**config.mk**
```make
export PLATFORM = sky130hd
export DESIGN_NAME = tmds_encoder_pipe_flat
export DESIGN_NICKNAME = d
export VERILOG_FILES = /design/src/rtl/tmds_encoder_pipe_pkg.sv /design/src/rtl/tmds_encoder_pipe_if.sv /design/src/rtl/tmds_lane_enc.sv /design/src/rtl/tmds_encoder_pipe.sv /design/src/flat_wrapper.sv
export SDC_FILE = /design/constraint.sdc
export NUM_CORES = 1
export LEC_CHECK = 0
export BUFFER_PORTS_ARGS = -buffer_cell sky130_fd_sc_hd__buf_2
export CAP_MARGIN = 20
export CORE_UTILIZATION = 57
export CTS_BUF_LIST = sky130_fd_sc_hd__clkbuf_8 sky130_fd_sc_hd__clkbuf_16
export DETAILED_ROUTE_END_ITERATION = 16
export GPL_TIMING_DRIVEN = 0
export PLACE_DENSITY = 0.79
export SLEW_MARGIN = 30
export SYNTH_ARGS = -nofsm -noshare
export SYNTH_HDL_FRONTEND = slang
export SYNTH_SLANG_ARGS = --single-unit
export TNS_END_PERCENT = 20
```
**constraint.sdc**
```tcl
create_clock -name clk -period 11.5 [get_ports clk]
set_clock_uncertainty 0.1 [all_clocks]
set_input_delay 0.575 -clock clk [delete_from_list [all_inputs] [get_ports clk]]
set_output_delay 0.575 -clock clk [all_outputs]
set_load 0.01 [all_outputs]
```
**src/rtl/tmds_encoder_pipe_pkg.sv**
```systemverilog
// Shared types, control tokens and the per-byte helpers of the TMDS encoder.
// The transition-minimisation function is shared by every lane's first stage.
package tmds_pkg;

  typedef enum logic {
    MODE_VIDEO = 1'b0,
    MODE_CTRL  = 1'b1
  } tmds_mode_e;

  // Tokens are written MSB first; bit 0 goes out on the wire first.
  localparam logic [9:0] TOKEN_00 = 10'b1101010100;
  localparam logic [9:0] TOKEN_01 = 10'b0010101011;
  localparam logic [9:0] TOKEN_10 = 10'b0101010100;
  localparam logic [9:0] TOKEN_11 = 10'b1010101011;

  function automatic logic [3:0] popcount8(input logic [7:0] d);
    logic [3:0] c;
    c = '0;
    for (int i = 0; i < 8; i++) begin
      c = c + {3'b000, d[i]};
    end
    return c;
  endfunction

  function automatic logic [8:0] tmds_minimize(input logic [7:0] d);
    logic [3:0] n;
    logic       use_xnor;
    logic [8:0] q;
    n        = popcount8(d);
    use_xnor = (n > 4'd4) || ((n == 4'd4) && !d[0]);
    q        = '0;
    q[0]     = d[0];
    for (int i = 1; i < 8; i++) begin
      q[i] = use_xnor ? ~(q[i-1] ^ d[i]) : (q[i-1] ^ d[i]);
    end
    q[8] = ~use_xnor;
    return q;
  endfunction

  function automatic logic [9:0] ctrl_token(input logic [1:0] c);
    logic [9:0] t;
    case (c)
      2'b00:   t = TOKEN_00;
      2'b01:   t = TOKEN_01;
      2'b10:   t = TOKEN_10;
      default: t = TOKEN_11;
    endcase
    return t;
  endfunction

endpackage

```
**src/rtl/tmds_encoder_pipe_if.sv**
```systemverilog
// Pixel-side word bus and symbol-side output bus of the TMDS encoder.
// The source drives the in_* side; the encoder drives the out_* side.
interface tmds_encoder_pipe_if #(
  parameter int CHANNELS = 3,
  parameter int CNT_W    = 5
);

  logic                        in_valid;
  logic                        in_mode;
  logic [CHANNELS*8-1:0]       in_data;
  logic [CHANNELS*2-1:0]       in_ctrl;
  logic                        out_valid;
  logic [CHANNELS*10-1:0]      out_data;
  logic [CHANNELS*CNT_W-1:0]   out_disp;

  modport master (
    output in_valid,
    output in_mode,
    output in_data,
    output in_ctrl,
    input  out_valid,
    input  out_data,
    input  out_disp
  );

  modport slave (
    input  in_valid,
    input  in_mode,
    input  in_data,
    input  in_ctrl,
    output out_valid,
    output out_data,
    output out_disp
  );

endinterface

```
**src/rtl/tmds_lane_enc.sv**
```systemverilog
// One TMDS lane: transition minimisation, then DC balancing against this lane's
// own running disparity, or a control token that clears the disparity.
module tmds_lane_enc
  import tmds_pkg::*;
#(
  parameter int CNT_W = 5
) (
  input  logic                    clk,
  input  logic                    rst,
  input  logic [7:0]              data,
  input  logic [1:0]              ctrl,
  input  logic                    vld_p0,
  input  tmds_mode_e              mode_p0,
  output logic [9:0]              sym,
  output logic signed [CNT_W-1:0] disp
);

  localparam logic signed [CNT_W-1:0] CNT_ZERO = '0;
  localparam logic signed [CNT_W-1:0] CNT_TWO  = CNT_W'(2);
  localparam logic signed [CNT_W-1:0] CNT_8    = CNT_W'(8);

  logic [8:0]              q_m_a;
  logic [8:0]              q_m_p0;
  logic [3:0]              n1_p0;
  logic [1:0]              ctrl_p0;
  logic [9:0]              sym_p1;
  logic signed [CNT_W-1:0] cnt_p1;
  logic [9:0]              sym_nxt;
  logic signed [CNT_W-1:0] cnt_nxt;
  logic signed [CNT_W-1:0] n1_s;
  logic signed [CNT_W-1:0] n0_s;
  logic signed [CNT_W-1:0] bal;
  logic signed [CNT_W-1:0] two_q8;
  logic signed [CNT_W-1:0] two_nq8;

  assign q_m_a = tmds_minimize(data);

  // ---- stage A: minimised word and its ones count ----
  always_ff @(posedge clk) begin
    q_m_p0  <= q_m_a;
    n1_p0   <= popcount8(q_m_a[7:0]);
    ctrl_p0 <= ctrl;
  end

  // bal is n1 - n0 of q_m[7:0]; the three balancing branches reuse it with sign flips.
  always_comb begin
    n1_s    = CNT_W'(n1_p0);
    n0_s    = CNT_8 - n1_s;
    bal     = n1_s - n0_s;
    two_q8  = q_m_p0[8] ? CNT_TWO : CNT_ZERO;
    two_nq8 = q_m_p0[8] ? CNT_ZERO : CNT_TWO;
    sym_nxt = sym_p1;
    cnt_nxt = cnt_p1;
    if (vld_p0) begin
      if (mode_p0 == MODE_CTRL) begin
        sym_nxt = ctrl_token(ctrl_p0);
        cnt_nxt = CNT_ZERO;
      end else if ((cnt_p1 == CNT_ZERO) || (n1_p0 == 4'd4)) begin
        sym_nxt = {~q_m_p0[8], q_m_p0[8], q_m_p0[8] ? q_m_p0[7:0] : ~q_m_p0[7:0]};
        cnt_nxt = q_m_p0[8] ? (cnt_p1 + bal) : (cnt_p1 - bal);
      end else if (((cnt_p1 > CNT_ZERO) && (n1_p0 > 4'd4)) ||
                   ((cnt_p1 < CNT_ZERO) && (n1_p0 < 4'd4))) begin
        sym_nxt = {1'b1, q_m_p0[8], ~q_m_p0[7:0]};
        cnt_nxt = cnt_p1 + two_q8 - bal;
      end else begin
        sym_nxt = {1'b0, q_m_p0[8], q_m_p0[7:0]};
        cnt_nxt = cnt_p1 + bal - two_nq8;
      end
    end
  end

  // ---- stage B: output symbol and running disparity ----
  always_ff @(posedge clk) begin
    if (rst) begin
      sym_p1 <= '0;
      cnt_p1 <= CNT_ZERO;
    end else begin
      sym_p1 <= sym_nxt;
      cnt_p1 <= cnt_nxt;
    end
  end

  assign sym  = sym_p1;
  assign disp = cnt_p1;

endmodule

```
**src/rtl/tmds_encoder_pipe.sv**
```systemverilog
// Multi-lane TMDS encoder: shared valid/mode pipeline plus one tmds_lane_enc per
// colour lane; symbols appear two cycles after the word is sampled.
module tmds_encoder_pipe
  import tmds_pkg::*;
#(
  parameter int CHANNELS = 3,
  parameter int CNT_W    = 5
) (
  input  logic             clk,
  input  logic             rst,
  tmds_encoder_pipe_if.slave bus
);

  logic                      vld_p0;
  logic                      vld_p1;
  tmds_mode_e                mode_p0;
  logic [CHANNELS*10-1:0]    sym_all;
  logic [CHANNELS*CNT_W-1:0] disp_all;

  // ---- stage A: valid and mode, shared by all lanes ----
  always_ff @(posedge clk) begin
    if (rst) begin
      vld_p0 <= 1'b0;
    end else begin
      vld_p0 <= bus.in_valid;
    end
  end

  always_ff @(posedge clk) begin
    mode_p0 <= tmds_mode_e'(bus.in_mode);
  end

  // ---- stage B: output valid ----
  always_ff @(posedge clk) begin
    if (rst) begin
      vld_p1 <= 1'b0;
    end else begin
      vld_p1 <= vld_p0;
    end
  end

  for (genvar k = 0; k < CHANNELS; k++) begin : g_lane
    tmds_lane_enc #(
      .CNT_W (CNT_W)
    ) u_lane (
      .clk     (clk),
      .rst     (rst),
      .data    (bus.in_data[8*k +: 8]),
      .ctrl    (bus.in_ctrl[2*k +: 2]),
      .vld_p0  (vld_p0),
      .mode_p0 (mode_p0),
      .sym     (sym_all[10*k +: 10]),
      .disp    (disp_all[CNT_W*k +: CNT_W])
    );
  end

  assign bus.out_valid = vld_p1;
  assign bus.out_data  = sym_all;
  assign bus.out_disp  = disp_all;

endmodule

```
**src/flat_wrapper.sv**
```systemverilog
// flat-port wrapper written by rule: the top's interface ports become plain ports
module tmds_encoder_pipe_flat import tmds_pkg::*;
#(
  parameter int CHANNELS = 3,
  parameter int CNT_W    = 5
)
  (clk, rst, bus_in_valid, bus_in_mode, bus_in_data, bus_in_ctrl, bus_out_valid, bus_out_data, bus_out_disp);
  tmds_encoder_pipe_if #(.CHANNELS(CHANNELS), .CNT_W(CNT_W)) bus_i ();
  input  logic clk;
  input  logic rst;
  input wire logic [$bits(bus_i.in_valid)-1:0] bus_in_valid;
  input wire logic [$bits(bus_i.in_mode)-1:0] bus_in_mode;
  input wire logic [$bits(bus_i.in_data)-1:0] bus_in_data;
  input wire logic [$bits(bus_i.in_ctrl)-1:0] bus_in_ctrl;
  output wire logic [$bits(bus_i.out_valid)-1:0] bus_out_valid;
  output wire logic [$bits(bus_i.out_data)-1:0] bus_out_data;
  output wire logic [$bits(bus_i.out_disp)-1:0] bus_out_disp;
  assign bus_i.in_valid = bus_in_valid;
  assign bus_i.in_mode = bus_in_mode;
  assign bus_i.in_data = bus_in_data;
  assign bus_i.in_ctrl = bus_in_ctrl;
  assign bus_out_valid = bus_i.out_valid;
  assign bus_out_data = bus_i.out_data;
  assign bus_out_disp = bus_i.out_disp;
  tmds_encoder_pipe #(.CHANNELS(CHANNELS), .CNT_W(CNT_W)) u_core (.clk(clk), .rst(rst), .bus(bus_i));
endmodule
```
Word level (Yosys, flattened, before mapping):

Cells that the tools add are included.

* output and inout port bits: 46
* input bits: 34
* logic and storage cells: 240
* register bits: 93

* $lt $le $gt $ge: 15
* mux-type cells: 54
* reduce and logical (&&, ||, !) cells: 27
* bitwise gates (word level): 51
* equality and inequality tests: 12
* add/subtract/negate cells: 63

Operator list (number)
* $add A4 B1 Y4: 24
* $mux W10: 9
* $pmux W10 S3: 3
* $mux W5: 12
* $sub A5 B5 Y5: 9
* $not A1 Y1: 27
* $add A3 B1 Y4: 6
* $eq A4 B3 Y1 const B: 6
* $gt A4 B3 Y1 const B: 6
* $mux W8: 3
* $not A8 Y8: 3
* $mux W1: 21
* $xor A1 B1 Y1: 21
* $add A2 B1 Y3: 6
* $add A5 B3 Y5: 3
* $add A5 B5 Y5: 3
* $gt A5 B1 Y1 const B: 3
* $logic_not A5 Y1: 3
* $lt A5 B1 Y1 const B: 3
* $sub A4 B4 Y5 const A: 3
* $sub A5 B3 Y5: 3
* $add A1 B1 Y2: 6
* $lt A4 B3 Y1 const B: 3
* $mux W2: 6
* 6 further kinds: 30

Depth between registers and ports, before layout:

* depth in word-level cells: 30
* mapped depth: 20
* mapped depth without buffers: 20

Cells and area by module:

A second synthesis with hierarchy kept.

* cells, all modules: 721
* area total of the unflattened synthesis: 6746.5 µm²

By module, submodules not included
* tmds_lane_enc (u_core.g_lane[0].u_lane ...): times used 2, sequential area each 580.6 µm², area an instance 2220.9 µm², cells an instance 237
* tmds_lane_enc (u_core.g_lane[2].u_lane): times used 1, sequential area each 580.6 µm², area an instance 2232.1 µm², cells an instance 242
* tmds_encoder_pipe: times used 1, sequential area each 60.1 µm², area an instance 72.6 µm², cells an instance 5

Least setup slack after synthesis:

No wires, ideal clock.

* kind: input to register
* from: input port bus_in_data[8]
* to: register u_core.g_lane[1].u_lane.n1_p0[2]
* slack: 5386 ps
* arrival time: 5896 ps
* data required time: 11282 ps
* setup time: 118 ps
* stages on the path: 20
* path buffers: 0
* cells stage by stage: inv_1 > fa_1 > fa_1 > fa_1 > inv_1 > ha_1 > fa_1 > nor3_1 > o21ai_0 > a21oi_1 > xor2_1 > inv_1 > fa_1 > fa_1 > fa_1 > inv_1 > ha_1 > inv_1 > fa_1 > xnor2_1

* cells in the longest elaborated chain, start to end: 30
* elaborated cells between the ends (all ways): 40
* those cells by class: add/sub: 14; order compare: 1; eq/ne: 1; mux: 7; bitwise: 14; reduce/logical: 3

RTL lines
* start: declaration: line flat_wrapper.sv:13 `input wire logic [$bits(bus_i.in_data)-1:0] bus_in_data;`
* branches (longest 16 deep; another with $add A3 B1 Y4)
* $mux W1 (*): line tmds_encoder_pipe_pkg.sv:34 `q[i] = use_xnor ? ~(q[i-1] ^ d[i]) : (q[i-1] ^ d[i]);`
* net u_core.g_lane[1].u_lane.q_m_a[3]: line tmds_lane_enc.sv:22 `logic [8:0] q_m_a;`
* branches (longest 12 deep; another with $add A3 B1 Y4)
* $add A4 B1 Y4 (*): line tmds_encoder_pipe_pkg.sv:20 `c = c + {3'b000, d[i]};`
* end signal: assignment: line tmds_lane_enc.sv:41 `n1_p0 <= popcount8(q_m_a[7:0]);`
* end: declaration: line tmds_lane_enc.sv:24 `logic [3:0] n1_p0;`

Mark *: on every way through the listed nets, which the timed path passes.
A chain may end at the register's enable or synchronous reset.

Final worst setup path:

Same ends and word-level chain as after synthesis.

==> impl_metrics.csv <==
group,metric,value,unit
run_status,outcome,"completed",
yosys,synthCells,684,
yosys,ys.flop_type,"sky130_fd_sc_hd__dfxtp_1",
yosys,synthDominantCellAreaShare,28.3,%
critical_path,cp-end-kind,"register",
grt,global_route_wire_length_before_repair,21500,um
cts,clock_path_buffers,2,
yosys,count_of_flip_flops_with_a_built_in_enable_after_synthesis,0,
power,p_comb_share,66.3,%
yosys,yosys-top-cells-area,"sky130_fd_sc_hd__dfxtp_1 (28%), sky130_fd_sc_hd__ha_1 (14%), sky130_fd_sc_hd__fa_1 (11%), sky130_fd_sc_hd__xnor2_1 (8.8%), sky130_fd_sc_hd__inv_1 (6.8%)",
cells_and_area,final_common_cell,"sky130_fd_sc_hd__inv_1",
flow_run,maxCapViolCount,0,
critical_path,worstPathCellList,"buf_2, inv_1, fa_1, fa_1, fa_1, inv_1, ha_1, fa_1, nor3_1, o21ai_0, a21oi_1, xor2_1, inv_1, fa_1, fa_1, fa_1, inv_1, ha_1, inv_1, fa_1, xnor2_1",
critical_path,critPathKind,"input port to register",
cells_and_area,final_util,65.7,%
critical_path,cp_slowest_cell,"sky130_fd_sc_hd__fa_1",
floorplan,rows,38,
critical_path,critical-path-top-delay-family,"adder cells",
place,gpl.final_weighted_congestion,0.928,
grt,grt_residual_overflow,0,
yosys,async_flop_share,0,%
power,vdd_ir_drop_max,0.229,mV
critical_path,reg2reg_slack,8.61,ns
power,power.clock.fraction,10.3,%
min_path,hold_path_end,"u_core.g_lane[1].u_lane.ctrl_p0[0]",
detailed_routing,routed_via_density,5.34,
timing,slew_at_the_pin_closest_to_its_max_slew_limit,0.640,ns
critical_path,worst-endpoint-required,11.67,ns
cts,clkLatencyLatePin,0.37,ns
place,placement_setup_slack,4.79,ns
cells_and_area,nets,915,
floorplan,floorplan.die.width,108,um
grt,grt_max_degree,16,
timing,fmax,159,MHz
timing,fin_setup_tns,0,ns
power,total_leakage_power,3.36,nW
detailed_routing,antenna_violating_nets_post_route,0,
yosys,synth.lib_cells_used.distinct,55,
cells_and_area,flow.area_growth_from_synthesis,11.8,%
critical_path,timing.critical_path.mode_cell,"sky130_fd_sc_hd__fa_1",
cts,cts.repair.resized,0,
floorplan,start_util,58.7,%
floorplan,floorplan.io_pins,80,
place,dp_cells,902,
power,switching_share,44.7,%
place,detailed_place_hpwl,10900,um
timing,post-route-period-util,54.6,%
detailed_routing,totalWireLength,13300,um
power,power.switching,884,uW
cells_and_area,mostFrequentLayoutCells,"sky130_fd_sc_hd__inv_1 (117), sky130_fd_sc_hd__dfxtp_1 (90), sky130_fd_sc_hd__buf_2 (76)",
critical_path,critical_path_arrival,6.45,ns
detailed_routing,post-route-drc-count,0,
timing,final_critical_path_setup_slack,5.22,ns
cells_and_area,final_design_area_no_fill,7120,sq um
detailed_routing,post_dr_wirelength_cell,14.5,um
grt,grt_pass1_vias,4799,
grt,grtUsageTotal,23.9,%
timing,period_minus_slack,6.28,ns
detailed_routing,detailedRoute.firstPassIterationCount,4,
cells_and_area,post_route_cells_drive_above_1_share,14.8,%
cts,clock_tree.htree_level_count,3,
critical_path,critical_path_buf_inv_count,6,
timing,timing.slew.headroom,57.3,%
cts,post-cts-setup-buffer-count,0,
timing,rsz0062_at_grt,"no",
cts,postCtsHoldBufs,0,
yosys,ys_seq_area_share,28.3,%
cts,cts_tree,"built",
floorplan,dieHeight,108,um
yosys,netlist.top_cell.by_area,"sky130_fd_sc_hd__dfxtp_1",
critical_path,startpoint_of_the_lowest_slack_register_to_register_path,"u_core.g_lane[1].u_lane.disp[1]",
timing,setup_viol_count_final,0,
cells_and_area,ant_diodes,0,
floorplan,floorplan.die_area,11600,sq um
timing,timing.final.max_slew_violations,0,
min_path,whs_path_depth,1,
min_path,worstHoldPathType,"input port to register",
floorplan,placeableCoreArea,10800,sq um
min_path,timing.hold.worst.start,"bus_in_ctrl[2]",
cts,clock_slew_at_reported_path_ffs,0.09,ns
grt,initial_antenna_violation_count,0,
critical_path,crit_path_start_kind,"input port",
detailed_routing,routed-via-count,4904,
critical_path,worst_r2r_endpoint,"u_core.g_lane[1].u_lane.disp[4]",
critical_path,cpPeakStageDelay,0.58,ns
place,post_dp_cell_area,6930,sq um
critical_path,critical_path.max_fanout,5,
yosys,ys.warnings.count,0,
power,powerDensity,278,nW/um^2
place,port_buffers,76,
power,p_int,1.10,mW
timing,final_hold_viol_count,0,
yosys,syn_area,6370,sq um
yosys,syn_area_per_cell,9.31,sq um
cts,clock_sinks,90,
power,power.sequential.fraction,23.4,%
cts,tritoncts.num_buffers,9,
yosys,synth_seq_cells,90,
cts,ctsRootBufferMaster,"sky130_fd_sc_hd__clkbuf_8",
cells_and_area,layoutNonFillerInstCount,918,
detailed_routing,drt_first_iter_violations,273,
critical_path,worst_r2r_path_depth,9,
[power by group through the flow]
stage               Sequential (mW)  Clock (mW)  Combinational (mW)
global placement              0.467           0                1.25
finish                        0.462       0.204                1.31
floorplan                     0.466           0                1.03
CTS                           0.462       0.208                1.33
global route                  0.471       0.219                1.50
detailed placement            0.469           0                1.32
[flip-flops by register name, indices dropped and copies added (netlist names)]
register / cells
u_core.g_lane.u_lane.sym: 30
u_core.g_lane.u_lane.q_m_p0: 27
u_core.g_lane.u_lane.disp: 12
u_core.g_lane.u_lane.n1_p0: 12
u_core.g_lane.u_lane.ctrl_p0: 6
u_core.bus.out_valid: 1
u_core.mode_p0: 1
u_core.vld_p0: 1
[metal layers]
metal	wire length, um	GRT usage [%]	up-vias
li1	-	-	2417
met1	5350	26.9	2344
met2	6840	43.1	118
met3	802	5.99	25
met4	306	8.90	0
met5	0	0	-
[stage by stage]
stage / hold slack, ns / power [mW]
3_3_place_gp: 0.370 / 1.72
5_1_grt: 0.195 / 2.19
3_5_place_dp: 0.387 / 1.79
6_report: 0.213 / 1.98
2_1_floorplan: 0.390 / 1.50
4_1_cts: 0.201 / 2.00
[worst max path at each step]
stage,slack [ns],cells past startpoint,to,from
final,5.22,21,u_core.g_lane[1].u_lane.n1_p0[2],bus_in_data[8]
after global routing,4.87,21,u_core.g_lane[1].u_lane.n1_p0[2],bus_in_data[8]
after CTS,5.19,21,u_core.g_lane[1].u_lane.n1_p0[2],bus_in_data[8]
after detailed placement,4.79,21,u_core.g_lane[1].u_lane.n1_p0[2],bus_in_data[8]
after global placement,4.99,21,u_core.g_lane[0].u_lane.n1_p0[1],bus_in_data[0]
after floorplan,5.39,20,u_core.g_lane[1].u_lane.n1_p0[2],bus_in_data[8]
[synthesized netlist by cell type, types with 2 or more instances]
library cell               number
sky130_fd_sc_hd__inv_1        116
sky130_fd_sc_hd__dfxtp_1       90
sky130_fd_sc_hd__ha_1          72
sky130_fd_sc_hd__xnor2_1       64
sky130_fd_sc_hd__a21oi_1       47
sky130_fd_sc_hd__nor2_1        42
sky130_fd_sc_hd__fa_1          36
sky130_fd_sc_hd__o21ai_0       24
sky130_fd_sc_hd__o22ai_1       24
sky130_fd_sc_hd__nand2_1       23
sky130_fd_sc_hd__clkbuf_1      15
sky130_fd_sc_hd__xor2_1        11
sky130_fd_sc_hd__mux2i_1        9
sky130_fd_sc_hd__o211ai_1       8
sky130_fd_sc_hd__xnor2_2        8
sky130_fd_sc_hd__nand3b_1       7
sky130_fd_sc_hd__nor2b_1        7
sky130_fd_sc_hd__a211oi_1       6
sky130_fd_sc_hd__nand3_1        6
sky130_fd_sc_hd__a211o_1        5
sky130_fd_sc_hd__nand2b_1       5
sky130_fd_sc_hd__a22oi_1        4
sky130_fd_sc_hd__buf_4          4
sky130_fd_sc_hd__nand4_1        4
sky130_fd_sc_hd__nor3_1         4
sky130_fd_sc_hd__mux2i_4        3
sky130_fd_sc_hd__o21a_1         3
sky130_fd_sc_hd__or4_1          3
sky130_fd_sc_hd__a21boi_0       2
sky130_fd_sc_hd__a32oi_1        2
sky130_fd_sc_hd__a32oi_2        2
sky130_fd_sc_hd__and3b_1        2
sky130_fd_sc_hd__and4b_1        2
sky130_fd_sc_hd__buf_1          2
sky130_fd_sc_hd__nor3b_1        2
[kinds of logic after synthesis]
group / count (synthesis) / share of synthesized area, %
AO/OA/AOI/OAI: 138 / 13.7
XOR/XNOR: 84 / 12.6
adder cells (fa/ha/maj): 108 / 25.5
buffers and inverters: 137 / 8.31
flip-flops: 90 / 28.3
multiplexers: 12 / 2.48
other: 1 / 0.0589
AND/OR/NAND/NOR: 114 / 9.06
[cell type report]
cell class	count	area, sq um
multi-input cells	459	4040
fillers	868	3720
flip-flops and latches	90	1800
inverters	116	435
repair buffers	76	380
well taps	140	175
clock buffers	11	151
plain buffers	21	93.8
clock inverters	5	37.5
No activity file was read; power rests on OpenSTA's default activity.
